`config.mk`:
```
export PLATFORM = sky130hd
export DESIGN_NAME = sdram_port_arb_flat
export DESIGN_NICKNAME = d
export VERILOG_FILES = /design/src/rtl/sdram_port_arb_pkg.sv /design/src/rtl/sdram_port_arb_if.sv /design/src/rtl/sdram_port_arb_rr_picker.sv /design/src/rtl/sdram_port_arb.sv /design/src/flat_wrapper.sv
export SDC_FILE = /design/constraint.sdc
export NUM_CORES = 1
export LEC_CHECK = 0
export ABC_CLOCK_PERIOD_IN_PS = 3950
export CAP_MARGIN = 15
export CORE_AREA = 5 5 216 218
export CTS_CLUSTER_DIAMETER = 50
export DETAILED_ROUTE_END_ITERATION = 10
export DIE_AREA = 0 0 221 223
export PLACE_DENSITY = 0.51
export REMOVE_ABC_BUFFERS = 1
export SYNTH_ARGS = -nofsm -noshare
export SYNTH_HDL_FRONTEND = slang
export SYNTH_SLANG_ARGS = --single-unit
```
`constraint.sdc`:
```
create_clock -name clk -period 3.95 [get_ports clk]
set_clock_uncertainty 0.1 [all_clocks]
set_input_delay 0.9875 -clock clk [delete_from_list [all_inputs] [get_ports clk]]
set_output_delay 0.9875 -clock clk [all_outputs]
set_load 0.02 [all_outputs]
```
`src/rtl/sdram_port_arb_pkg.sv`:
```
// Shared types and widths for the SDRAM bank-port arbiter.
package sdram_arb_pkg;

  localparam int DQ_W = 64;
  localparam int BE_W = 8;

  typedef enum logic [2:0] {
    ST_IDLE,
    ST_RD_WAIT,
    ST_WR_WAIT,
    ST_WR_P1,
    ST_WR_P2,
    ST_DONE
  } arb_state_t;

endpackage

```
`src/rtl/sdram_port_arb_if.sv`:
```
// One rden_bN/wren_bN port group of the 64-bit SDRAM controller.
interface sdram_port_arb_if #(
  parameter int ADDR_W = 32
);

  logic                             ram_rdy_n;
  logic [sdram_arb_pkg::DQ_W-1:0]   rd_data;
  logic                             valid_b;
  logic                             fetch_b;
  logic                             rden_b;
  logic                             wren_b;
  logic [ADDR_W-1:0]                addr_b;
  logic [sdram_arb_pkg::BE_W-1:0]   wr_bena_b;
  logic [sdram_arb_pkg::DQ_W-1:0]   wr_data_b;

  modport master (
    input  ram_rdy_n, rd_data, valid_b, fetch_b,
    output rden_b, wren_b, addr_b, wr_bena_b, wr_data_b
  );

  modport slave (
    output ram_rdy_n, rd_data, valid_b, fetch_b,
    input  rden_b, wren_b, addr_b, wr_bena_b, wr_data_b
  );

endinterface

```
`src/rtl/sdram_port_arb_rr_picker.sv`:
```
// Combinational one-hot request picker; owns the round-robin pointer.
module rr_picker #(
  parameter int NUM_REQ   = 3,
  parameter int PRIO_MODE = 0
) (
  input  logic                       clk,
  input  logic                       rst_n,
  input  logic [NUM_REQ-1:0]         req_i,
  input  logic                       grant_en,
  output logic [NUM_REQ-1:0]         gnt_oh,
  output logic [$clog2(NUM_REQ)-1:0] gnt_idx
);

  localparam int IDX_W = $clog2(NUM_REQ);

  logic [IDX_W-1:0] ptr;

  // Scan from the pointer (round-robin) or from index 0 (fixed priority).
  always_comb begin
    logic             found;
    logic [IDX_W-1:0] idx;
    found   = 1'b0;
    idx     = '0;
    gnt_oh  = '0;
    gnt_idx = '0;
    for (int unsigned i = 0; i < NUM_REQ; i++) begin
      if (PRIO_MODE != 0) idx = IDX_W'(i);
      else                idx = IDX_W'((i + 32'(ptr)) % NUM_REQ);
      if (!found && req_i[idx]) begin
        found       = 1'b1;
        gnt_oh[idx] = 1'b1;
        gnt_idx     = idx;
      end
    end
  end

  always_ff @(posedge clk) begin
    if (!rst_n) begin
      ptr <= '0;
    end else if (grant_en) begin
      ptr <= (gnt_idx == IDX_W'(NUM_REQ - 1)) ? '0 : gnt_idx + 1'b1;
    end
  end

endmodule

```
`src/rtl/sdram_port_arb.sv`:
```
// Shares one SDRAM controller bank port between NUM_REQ requesters and
// sequences each access through the controller's valid/fetch handshake.
module sdram_port_arb
  import sdram_arb_pkg::*;
#(
  parameter int NUM_REQ   = 3,
  parameter int ADDR_W    = 32,
  parameter int PRIO_MODE = 0,
  parameter int TIMEOUT   = 1024
) (
  input  logic                      clk,
  input  logic                      rst_n,
  input  logic [NUM_REQ-1:0]        req_i,
  input  logic [NUM_REQ-1:0]        we_i,
  input  logic [NUM_REQ*ADDR_W-1:0] addr_i,
  input  logic [NUM_REQ*DQ_W-1:0]   wdata_i,
  input  logic [NUM_REQ*BE_W-1:0]   bena_i,
  output logic [NUM_REQ-1:0]        ack_o,
  output logic [NUM_REQ-1:0]        err_o,
  output logic [DQ_W-1:0]           rdata_o,
  sdram_port_arb_if.master          ram
);

  localparam int IDX_W = $clog2(NUM_REQ);
  localparam int CNT_W = (TIMEOUT > 1) ? $clog2(TIMEOUT) : 1;

  arb_state_t       state;
  logic [NUM_REQ-1:0] gnt_oh;
  logic [IDX_W-1:0] gnt_idx;
  logic [IDX_W-1:0] g_q;
  logic [CNT_W-1:0] wd_cnt;
  logic             grant_en;
  logic             wd_fire;

  assign grant_en = (state == ST_IDLE) && !ram.ram_rdy_n && (|gnt_oh);
  assign wd_fire  = (TIMEOUT != 0) && (wd_cnt == CNT_W'(TIMEOUT - 1));

  rr_picker #(
    .NUM_REQ   (NUM_REQ),
    .PRIO_MODE (PRIO_MODE)
  ) u_picker (
    .clk      (clk),
    .rst_n    (rst_n),
    .req_i    (req_i),
    .grant_en (grant_en),
    .gnt_oh   (gnt_oh),
    .gnt_idx  (gnt_idx)
  );

  always_ff @(posedge clk) begin
    if (!rst_n) begin
      state         <= ST_IDLE;
      g_q           <= '0;
      wd_cnt        <= '0;
      ack_o         <= '0;
      err_o         <= '0;
      rdata_o       <= '0;
      ram.rden_b    <= 1'b0;
      ram.wren_b    <= 1'b0;
      ram.addr_b    <= '0;
      ram.wr_bena_b <= '0;
      ram.wr_data_b <= '0;
    end else begin
      ack_o <= '0;
      err_o <= '0;
      case (state)
        ST_IDLE: begin
          if (grant_en) begin
            g_q        <= gnt_idx;
            wd_cnt     <= '0;
            ram.addr_b <= addr_i[gnt_idx*ADDR_W +: ADDR_W];
            if (we_i[gnt_idx]) begin
              ram.wren_b    <= 1'b1;
              ram.wr_data_b <= wdata_i[gnt_idx*DQ_W +: DQ_W];
              ram.wr_bena_b <= bena_i[gnt_idx*BE_W +: BE_W];
              state         <= ST_WR_WAIT;
            end else begin
              ram.rden_b <= 1'b1;
              state      <= ST_RD_WAIT;
            end
          end
        end
        ST_RD_WAIT: begin
          if (ram.valid_b) begin
            rdata_o    <= ram.rd_data;
            ram.rden_b <= 1'b0;
            ack_o[g_q] <= 1'b1;
            state      <= ST_DONE;
          end else if (wd_fire) begin
            ram.rden_b <= 1'b0;
            err_o[g_q] <= 1'b1;
            state      <= ST_IDLE;
          end else begin
            wd_cnt <= wd_cnt + 1'b1;
          end
        end
        ST_WR_WAIT: begin
          if (ram.fetch_b) begin
            ram.wren_b <= 1'b0;
            state      <= ST_WR_P1;
          end else if (wd_fire) begin
            ram.wren_b    <= 1'b0;
            ram.wr_bena_b <= '0;
            err_o[g_q]    <= 1'b1;
            state         <= ST_IDLE;
          end else begin
            wd_cnt <= wd_cnt + 1'b1;
          end
        end
        ST_WR_P1: state <= ST_WR_P2;
        // Data/bena stay valid through p2; byte enables close as we leave it.
        ST_WR_P2: begin
          ram.wr_bena_b <= '0;
          ack_o[g_q]    <= 1'b1;
          state         <= ST_DONE;
        end
        ST_DONE: state <= ST_IDLE;
        default: state <= ST_IDLE;
      endcase
    end
  end

endmodule

```
`src/flat_wrapper.sv`:
```
// flat-port wrapper written by rule: the top's interface ports become plain ports
module sdram_port_arb_flat import sdram_arb_pkg::*;
#(
  parameter int NUM_REQ   = 3,
  parameter int ADDR_W    = 32,
  parameter int PRIO_MODE = 0,
  parameter int TIMEOUT   = 1024
)
  (clk, rst_n, req_i, we_i, addr_i, wdata_i, bena_i, ack_o, err_o, rdata_o, ram_ram_rdy_n, ram_rd_data, ram_valid_b, ram_fetch_b, ram_rden_b, ram_wren_b, ram_addr_b, ram_wr_bena_b, ram_wr_data_b);
  sdram_port_arb_if #(.ADDR_W(ADDR_W)) ram_i ();
  input  logic clk;
  input  logic rst_n;
  input  logic [NUM_REQ-1:0] req_i;
  input  logic [NUM_REQ-1:0] we_i;
  input  logic [NUM_REQ*ADDR_W-1:0] addr_i;
  input  logic [NUM_REQ*DQ_W-1:0] wdata_i;
  input  logic [NUM_REQ*BE_W-1:0] bena_i;
  output logic [NUM_REQ-1:0] ack_o;
  output logic [NUM_REQ-1:0] err_o;
  output logic [DQ_W-1:0] rdata_o;
  input wire logic [$bits(ram_i.ram_rdy_n)-1:0] ram_ram_rdy_n;
  input wire logic [$bits(ram_i.rd_data)-1:0] ram_rd_data;
  input wire logic [$bits(ram_i.valid_b)-1:0] ram_valid_b;
  input wire logic [$bits(ram_i.fetch_b)-1:0] ram_fetch_b;
  output wire logic [$bits(ram_i.rden_b)-1:0] ram_rden_b;
  output wire logic [$bits(ram_i.wren_b)-1:0] ram_wren_b;
  output wire logic [$bits(ram_i.addr_b)-1:0] ram_addr_b;
  output wire logic [$bits(ram_i.wr_bena_b)-1:0] ram_wr_bena_b;
  output wire logic [$bits(ram_i.wr_data_b)-1:0] ram_wr_data_b;
  assign ram_i.ram_rdy_n = ram_ram_rdy_n;
  assign ram_i.rd_data = ram_rd_data;
  assign ram_i.valid_b = ram_valid_b;
  assign ram_i.fetch_b = ram_fetch_b;
  assign ram_rden_b = ram_i.rden_b;
  assign ram_wren_b = ram_i.wren_b;
  assign ram_addr_b = ram_i.addr_b;
  assign ram_wr_bena_b = ram_i.wr_bena_b;
  assign ram_wr_data_b = ram_i.wr_data_b;
  sdram_port_arb #(.NUM_REQ(NUM_REQ), .ADDR_W(ADDR_W), .PRIO_MODE(PRIO_MODE), .TIMEOUT(TIMEOUT)) u_core (.clk(clk), .rst_n(rst_n), .req_i(req_i), .we_i(we_i), .addr_i(addr_i), .wdata_i(wdata_i), .bena_i(bena_i), .ack_o(ack_o), .err_o(err_o), .rdata_o(rdata_o), .ram(ram_i));
endmodule
```
==> impl_metrics.yaml <==
clock_network:
  clock_sinks: 193
  postCtsSetupBuffers: 0
  path_clk_slew_ps: 70
  clk_path_buf_depth: 2
  numCtsBuffers: 17
  cts_resized: 0
  cts.htree.levels: 4
  root_buffer: "clkbuf_16"
  cts_tree: "yes"
  hold_buffers: 0
  clk_latency_ps: 480
cells_and_area:
  syn_to_final_growth_pct: 69.3
  nFillCells: 4585
  design_area_um2: 17000
  drive_above_1_share: 0.118
  fin_nets: 2032
timing:
  slew_headroom: 0.449
  hold_viol: 0
  rsz0062_at_grt: "no"
  worstMarginPinSlew_ps: 824
  fin_crit_sh: 0.841
  tns_ps: 0
  setup_violations: 0
  drv_slew: 0
  final.min_clock_period_ps: 3320
  max_freq_mhz: 301
yosys:
  ys_seq_area_frac: 0.384
  synth_top_area_cell: "dfxtp_1"
  synth_top_area_frac: 0.384
  synth_area_leaders: "dfxtp_1 (38%), mux2_2 (12%), mux2i_1 (11%)"
  synth_edf_count: 0
  ys_seq_elements: 193
  yosysUniqueCellTypes: 60
  synthFlopType: "dfxtp_1"
  ys_async_sr_fraction: 0
  syn_inst: 1118
  syn_area_um2: 10100
  yosysMostFrequentCell: "nand2_1"
  ys.warnings.count: 0
  syn_avg_cell_area_um2: 9.00
  synthTopCellsByCount: "nand2_1 (246), dfxtp_1 (193), mux2i_1 (108), mux2_2 (104)"
worst_setup_path:
  crit_family: "compound AO/OA/AOI/OAI gates"
  crit_path_end_kind: "register"
  rrSetupSlack_ps: 750
  path_cells: "clkdlybuf4s50_1 -> mux2_1 -> a222oi_1 -> o32a_2 -> o21ai_2 -> a211o_4 -> buf_12 -> mux2i_1"
  crit_path_max_fanout: 34
  worst_setup_path_start_kind: "input pin"
  reg2reg_depth: 9
  r2r-end: "u_core.ram.wr_data_b[58]"
  worstSetupPathType: "input pin to register"
  slowest_delay_ps: 530
  crit_buf_inv: 2
  reg2reg_from: "u_core.u_picker.ptr[0]"
  arrival_ps: 3580
  crit_required_ps: 4200
  crit_slowest_cell: "clkdlybuf4s50_1"
floorplanning:
  die_height_um: 223
  die_area_um2: 49300
  core_area_um2: 44700
  io_pins: 563
  start_util: 0.225
  die_w_um: 221
  rows: 78
hold_path:
  min_to: "u_core.ram.addr_b[12]"
  min_path_type: "register to register"
  hp-start: "u_core.ram.addr_b[12]"
  min_path_cells: 2
flow_run:
  maxCapViolCount: 0
place:
  placed_area_um2: 16500
  place.gp.congestion: 0.821
  portBuffers: 562
  dp_hpwl_mm: 34.4
outcome:
  run_status: "finished clean"
global_route:
  grt_max_degree: 87
  overflow: 0
  groute.usage.overall: 0.174
  grt_pass1_vias: 10500
  grt_pass1_wl_mm: 65.7
  antenna_found_initial: 1
routing:
  route.vias.total: 10100
  drt-pass1-iter-count: 4
  routed_wl_mm: 44.2
  drc: 0
  drtAntennaViolNets: 0
  detail_route.iter0.violations: 457
  wl_per_cell_um: 19.6
  via_per_inst: 4.49
pwr:
  p_per_area_nw_per_um2: 676
  leakage_nw: 6.20
  power_mw: 11.5
  vdd_drop_max_uv: 436
cell type report:
type	count	area [µm²]	area share
Antenna cell	1	2.50	0.000147
Clock buffer	17	425	0.0250
Clock inverter	14	154	0.00903
Inverter	9	33.8	0.00198
Multi-Input combinational cell	821	5770	0.339
Sequential cell	193	3860	0.227
Tap cell	600	751	0.0441
Timing Repair Buffer	598	6030	0.354
per-layer routing:
| layer | track usage | up-vias | wire (µm) |
|---|---|---|---|
| met1 | 0.203 | 4696 | 18300 |
| li1 | - | 5018 | - |
| met4 | 0.0532 | 2 | 953 |
| met2 | 0.299 | 362 | 21900 |
| met3 | 0.0630 | 45 | 3120 |
| met5 | 0 | - | 13 |
layout by cell type, fill, tap and decap left out, drive strengths merged, types with 2 or more instances in the layout:
cell type	count
nand2	246
buf	37
nor2	17
bufinv	2
o21ai	43
inv	14
o21a	3
mux2	106
nor4	4
o22ai	2
nor2b	5
nand4	2
and2	2
dfxtp	193
nand3b	3
clkinv	5
o211a	2
or3	71
ha	5
clkdlybuf4s50	561
clkinvlp	2
a211oi	2
o32ai	8
nor3	5
xor2	2
o31ai	8
nand3	7
a21boi	66
clkbuf	17
or4	5
and3	2
mux2i	108
a21oi	10
o211ai	69
flip-flops by register name, indices dropped and copies added (netlist names):
signal	count
u_core.state	3
u_core.wd_cnt	10
u_core.rdata_o	64
u_core.ram.wren_b	1
u_core.ram.rden_b	1
u_core.ack_o	3
u_core.g_q	2
u_core.ram.wr_data_b	64
u_core.ram.addr_b	32
u_core.ram.wr_bena_b	8
u_core.err_o	3
u_core.u_picker.ptr	2
how the worst max path moves through the flow:
stage | slack (ps) | end | cells after the start | from
3_5_place_dp | 150 | u_core.ram.wr_bena_b[5] | 10 | req_i[0]
6_report | 630 | u_core.ram.wr_data_b[58] | 8 | req_i[2]
5_1_grt | 490 | u_core.ram.wr_data_b[61] | 8 | req_i[2]
3_3_place_gp | 210 | u_core.ram.wr_bena_b[5] | 10 | req_i[1]
4_1_cts | 680 | u_core.ram.wr_data_b[33] | 8 | req_i[2]
2_1_floorplan | -3570 | u_core.ram.wr_bena_b[0] | 6 | req_i[1]
power by group:
part,internal [mW],switching [mW],total [mW]
registers,2.52,0.335,2.86
logic,3.21,3.65,6.86
clock network,0.938,0.853,1.79
total,6.67,4.84,11.5
stage by stage:
step | hold WS [ps] | worst slack [ps] | utilization | cells
after floorplan | 347 | -3570 | - | 1023
after global placement | 333 | 209 | 0.368 | 2221
after detailed placement | 342 | 148 | 0.368 | 2221
after CTS | 357 | 684 | 0.381 | 2252
after global routing | 381 | 494 | 0.381 | 2252
final | 352 | 627 | 0.381 | 2253
worst register-to-register path, stage by stage, from the launching register on:
cell      delay (ps)
dfxtp_1          390
inv_1             90
ha_1             430
mux2_4           330
a222oi_1         350
o32a_2           360
o21ai_2          120
a211o_4          490
buf_12           260
mux2i_1          170
logic make-up after synthesis:
logic type                 synth area share
and+or+nand+nor                       0.170
AOI/OAI and AO/OA                     0.166
muxes                                 0.226
DFF                                   0.384
buffers and inverters                0.0464
adders and majority gates           0.00622
xor gates and xnor gates            0.00174
No activity file was read; power rests on OpenSTA's default activity.
